===== src/rtl/lc3_fetch_unit.sv =====
// LC3 instruction fetch stage: owns the PC, issues instruction-memory reads and holds each word for decode.
// Optional performance counters are built only when LC3_FETCH_PERF_EN is defined.
module lc3_fetch_unit #(
    parameter logic [15:0] RESET_PC = 16'h3000,
    parameter int unsigned MAX_WAIT = 15
) (
    input  logic        clock_i,
    input  logic        reset_i,
    input  logic        enable_fetch_i,
    input  logic        enable_updatepc_i,
    input  logic        br_taken_i,
    input  logic [15:0] taddr_i,
    input  logic [15:0] instr_dout_i,
    input  logic        instr_ack_i,
    output logic        instrmem_rd_o,
    output logic [15:0] instr_addr_o,
    output logic [15:0] pc_o,
    output logic [15:0] npc_o,
    output logic [15:0] instr_out_o,
    output logic        complete_instr_o,
    output logic        fetch_err_o,
    output logic [15:0] fetch_count_o,
    output logic [15:0] stall_count_o
);

    localparam logic [7:0] MAX_WAIT_C = 8'(MAX_WAIT);

    typedef enum logic [1:0] {
        S_IDLE = 2'd0,
        S_REQ  = 2'd1,
        S_HOLD = 2'd2
    } state_t;

    state_t      state_q, state_d;
    logic [15:0] pc_q, pc_d;
    logic [15:0] npc_q, npc_d;
    logic [15:0] instr_q, instr_d;
    logic        rd_q, rd_d;
    logic        cmp_q, cmp_d;
    logic        err_q, err_d;
    logic [7:0]  wait_q, wait_d;
    logic [7:0]  wait_inc;
    logic [15:0] target;

    assign target   = br_taken_i ? taddr_i : npc_q;
    assign wait_inc = (wait_q == 8'hFF) ? wait_q : wait_q + 8'd1;

    always_comb begin
        state_d = state_q;
        pc_d    = pc_q;
        npc_d   = npc_q;
        instr_d = instr_q;
        rd_d    = rd_q;
        cmp_d   = cmp_q;
        err_d   = err_q;
        wait_d  = wait_q;
        case (state_q)
            S_IDLE: begin
                state_d = S_REQ;
                rd_d    = 1'b1;
                wait_d  = 8'd0;
            end
            S_REQ: begin
                // Never gated by enable_fetch: the controller waits on complete_instr.
                rd_d = 1'b1;
                if (instr_ack_i) begin
                    instr_d = instr_dout_i;
                    cmp_d   = 1'b1;
                    rd_d    = 1'b0;
                    wait_d  = 8'd0;
                    state_d = S_HOLD;
                end else begin
                    wait_d = wait_inc;
                    if (wait_inc >= MAX_WAIT_C) begin
                        err_d = 1'b1;
                    end
                end
            end
            S_HOLD: begin
                if (enable_fetch_i && enable_updatepc_i) begin
                    pc_d    = target;
                    npc_d   = target + 16'd1;
                    cmp_d   = 1'b0;
                    rd_d    = 1'b1;
                    state_d = S_REQ;
                end
            end
            default: begin
                state_d = S_IDLE;
                rd_d    = 1'b0;
            end
        endcase
    end

    always_ff @(posedge clock_i) begin
        if (reset_i) begin
            state_q <= S_IDLE;
            pc_q    <= RESET_PC;
            npc_q   <= RESET_PC + 16'd1;
            instr_q <= 16'h0000;
            rd_q    <= 1'b0;
            cmp_q   <= 1'b0;
            err_q   <= 1'b0;
            wait_q  <= 8'd0;
        end else begin
            state_q <= state_d;
            pc_q    <= pc_d;
            npc_q   <= npc_d;
            instr_q <= instr_d;
            rd_q    <= rd_d;
            cmp_q   <= cmp_d;
            err_q   <= err_d;
            wait_q  <= wait_d;
        end
    end

    assign instrmem_rd_o    = rd_q;
    assign instr_addr_o     = pc_q;
    assign pc_o             = pc_q;
    assign npc_o            = npc_q;
    assign instr_out_o      = instr_q;
    assign complete_instr_o = cmp_q;
    assign fetch_err_o      = err_q;

`ifdef LC3_FETCH_PERF_EN
    logic [15:0] fetch_cnt_q;
    logic [15:0] stall_cnt_q;

    always_ff @(posedge clock_i) begin
        if (reset_i) begin
            fetch_cnt_q <= 16'h0000;
            stall_cnt_q <= 16'h0000;
        end else if (state_q == S_REQ) begin
            stall_cnt_q <= stall_cnt_q + 16'd1;
            if (instr_ack_i) begin
                fetch_cnt_q <= fetch_cnt_q + 16'd1;
            end
        end
    end

    assign fetch_count_o = fetch_cnt_q;
    assign stall_count_o = stall_cnt_q;
`else
    assign fetch_count_o = 16'h0000;
    assign stall_count_o = 16'h0000;
`endif

endmodule

===== config.mk =====
export PLATFORM = sky130hd
export DESIGN_NAME = lc3_fetch_unit
export DESIGN_NICKNAME = d
export VERILOG_FILES = /design/src/rtl/lc3_fetch_unit.sv
export SDC_FILE = /design/constraint.sdc
export NUM_CORES = 1
export LEC_CHECK = 0
export ABC_CLOCK_PERIOD_IN_PS = 3700
export BUFFER_PORTS_ARGS = -buffer_cell sky130_fd_sc_hd__clkbuf_2
export CAP_MARGIN = 5
export CORE_ASPECT_RATIO = 0.7
export CORE_MARGIN = 2
export CORE_UTILIZATION = 45
export DETAILED_ROUTE_END_ITERATION = 10
export PLACE_DENSITY = 0.75
export SETUP_SLACK_MARGIN = 0.05
export SYNTH_ARGS = -nofsm -noshare
export SYNTH_HDL_FRONTEND = slang
export SYNTH_SLANG_ARGS = --single-unit

===== constraint.sdc =====
create_clock -name clock_i -period 3.7 [get_ports clock_i]
set_clock_uncertainty 0.1 [all_clocks]
set_input_delay 0 -clock clock_i [delete_from_list [all_inputs] [get_ports clock_i]]
set_output_delay 0 -clock clock_i [all_outputs]
set_load 0.05 [all_outputs]

==> results.yml <==
drt:
  firstDrtPassIters: 5
  drtIter0Drc: 251
  route.vias.total: 3392
  antenna_left: 0
  drt_wl_total_mm: 9.02
  drc: 0
  routedWlPerCell_um: 14.2
  via_per_inst: 5.32
logic_synthesis:
  syn_inst: 429
  syn_area_um2: 3400
  synth.avg_cell_area_um2: 7.92
  yosysSeqAreaShare: 0.360
  synth_edf_count: 0
  synth_seq_cells: 61
  synth_cell_type_count: 55
  synth_area_leaders: "dfxtp_1 36%, buf_4 11%, nand2_1 7.4%"
  yosysTopAreaCell: "dfxtp_1"
  synth_top_area_frac: 0.360
  ys_warn_count: 0
  synth_async_sr_flop_share: 0
  synth_ff_type: "dfxtp_1"
finish:
  final_cell_mix: "104 x clkbuf_2, 67 x nand2_1, 61 x dfxtp_1"
  syn_to_final_growth_pct: 24.7
  utilization: 0.578
  diodes: 0
  layout_commonest_cell: "clkbuf_2"
  layout.nets: 574
  layout-drive-gt1-share: 0.249
  design_area_um2: 4230
hold_path:
  holdCritPathClass: "input pin to register"
  holdPathStages: 4
sta:
  maxSlewHeadroom: 0.424
  finalSetupViolCount: 0
  hold_viol: 0
  fmax_ghz: 0.423
  rsz0062_at_grt: "false"
  fin_crit_ps: 2360
  fin_tns_setup_ps: 0
  tightest_slew_ps: 864
  final.period_utilization: 0.639
  drv_slew: 0
power:
  swShare: 0.316
  pwr-share-seq: 0.415
  combPwrFrac: 0.183
  clockPowerShare: 0.401
  p_sw_uw: 525
  p_leak_nw: 1.85
  peakVddDrop_mv: 0.226
  powerDensity_nw_per_um2: 392
  intPower_mw: 1.14
critical_path:
  crit_family: "simple AND/OR/NAND/NOR gates"
  cp_max_fo: 18
  max_stage_delay_ps: 730
  critPathLaunchType: "register"
  r2r_cells: 5
  arrival_ps: 2530
  worstPathRequired_ps: 3870
  cp.depth: 5
  cp_cell_sequence: "and4b_1 -> buf_4 -> nor2_1 -> or3_1 -> a31oi_1"
  worstSetupPathType: "register to register"
  cp_slowest_cell: "and4b_1"
  end_kind: "register"
  critPathBufInv: 1
floorplan:
  coreArea_um2: 7320
  initial_utilization: 0.464
  rows: 26
  ios: 137
  dieWidth_um: 108
  die_h_um: 76.7
  dieArea_um2: 8270
clock_network:
  post-cts-setup-buffer-count: 0
  cts_tree: "done"
  cts_max_path_buffers: 2
  cts_root_buffer: "clkbuf_8"
  path_clk_slew_ps: 80
  clk_latency_ps: 340
  cts_hold_buf: 29
  cts.htree.levels: 3
  post_cts_resized: 0
  cts_buffers: 9
  cts_sinks: 61
placement:
  gp_congestion: 0.913
  io_buffers: 104
  placed_cell_area_um2: 3720
  dp_hpwl_mm: 6.12
grt:
  antenna_found_initial: 0
  grt_use_total: 0.222
  grt_pass1_wl_mm: 14.6
  grt_pass1_vias: 2986
  grt-ovfl-total: 0
  grt_start_max_net_pins: 36
run_status:
  status: "finished clean"
run:
  drv_cap: 0
## power groups by stage
stage / logic (mW) / clock network (mW) / registers, mW
2_1_floorplan: 0.197 / 0 / 0.751
3_3_place_gp: 0.273 / 0 / 0.704
3_5_place_dp: 0.276 / 0 / 0.705
4_1_cts: 0.301 / 0.681 / 0.690
5_1_grt: 0.325 / 0.716 / 0.692
6_report: 0.304 / 0.667 / 0.690
## worst min-delay path, stage by stage
cell and delay (ps):
clkbuf_2 90, mux2_2 160, nor2_1 40, nor3_1 120
## cells by family after synthesis
kind of cell	synth area share
fa+ha+maj	0.00737
other cells	0.00110
buf+inv	0.141
simple gates	0.230
compound gates	0.201
xor+xnor	0.00774
mux	0.0520
flops	0.360
## cells in the mapped netlist (6+ instances only)
| library cell | count |
|---|---|
| a211oi_1 | 9 |
| a21oi_1 | 41 |
| a31oi_1 | 8 |
| buf_4 | 50 |
| clkbuf_1 | 21 |
| dfxtp_1 | 61 |
| mux2i_1 | 12 |
| nand2_1 | 67 |
| nand3_1 | 18 |
| nand4_1 | 6 |
| nand4b_1 | 8 |
| nor2_1 | 32 |
| nor3_1 | 9 |
| o211ai_1 | 6 |
| o21ai_0 | 14 |
## registers in the layout (all words and copies together) (netlist names)
name              count
complete_instr_o      1
instr_addr_o         16
instr_out_o          16
fetch_err_o           1
npc_o                16
state_q               2
instrmem_rd_o         1
wait_q                8
## final timing paths
check	from	slack [ps]	endpoint
hold reg to reg	instr_out_o[14]	350	instr_out_o[14]
setup reg to reg	state_q[1]	1340	npc_o[8]
hold / removal	taddr_i[1]	20	instr_addr_o[1]
setup / recovery	state_q[1]	1340	npc_o[8]
## per-stage QoR
stage          setup WS [ps]  total power, mW  hold slack [ps]  cells
2_1_floorplan           1170            0.949             36.0    460
3_3_place_gp            1340            0.977              124    592
3_5_place_dp            1240            0.981              133    592
4_1_cts                 1320             1.67             13.2    637
5_1_grt                 1170             1.73             42.7    637
6_report                1340             1.66             23.1    637
## layout make-up
class / count / area [um2]
fill: 665 / 3090
clock inverter: 7 / 98.8
sequential: 61 / 1220
timing repair buffer: 138 / 848
inverter: 2 / 7.51
multi-input combinational: 322 / 1810
tap: 98 / 123
clock buffer: 9 / 124
## metal layers
metal	part of all wire	track usage	up-vias	wire [um]
met1	0.46	0.301	1574	4120
met2	0.45	0.340	137	4110
met5	0	0	-	0
li1	-	-	1668	-
met3	0.073	0.0587	13	659
met4	0.016	0.0769	0	144
(Power assumes the default switching activity.)
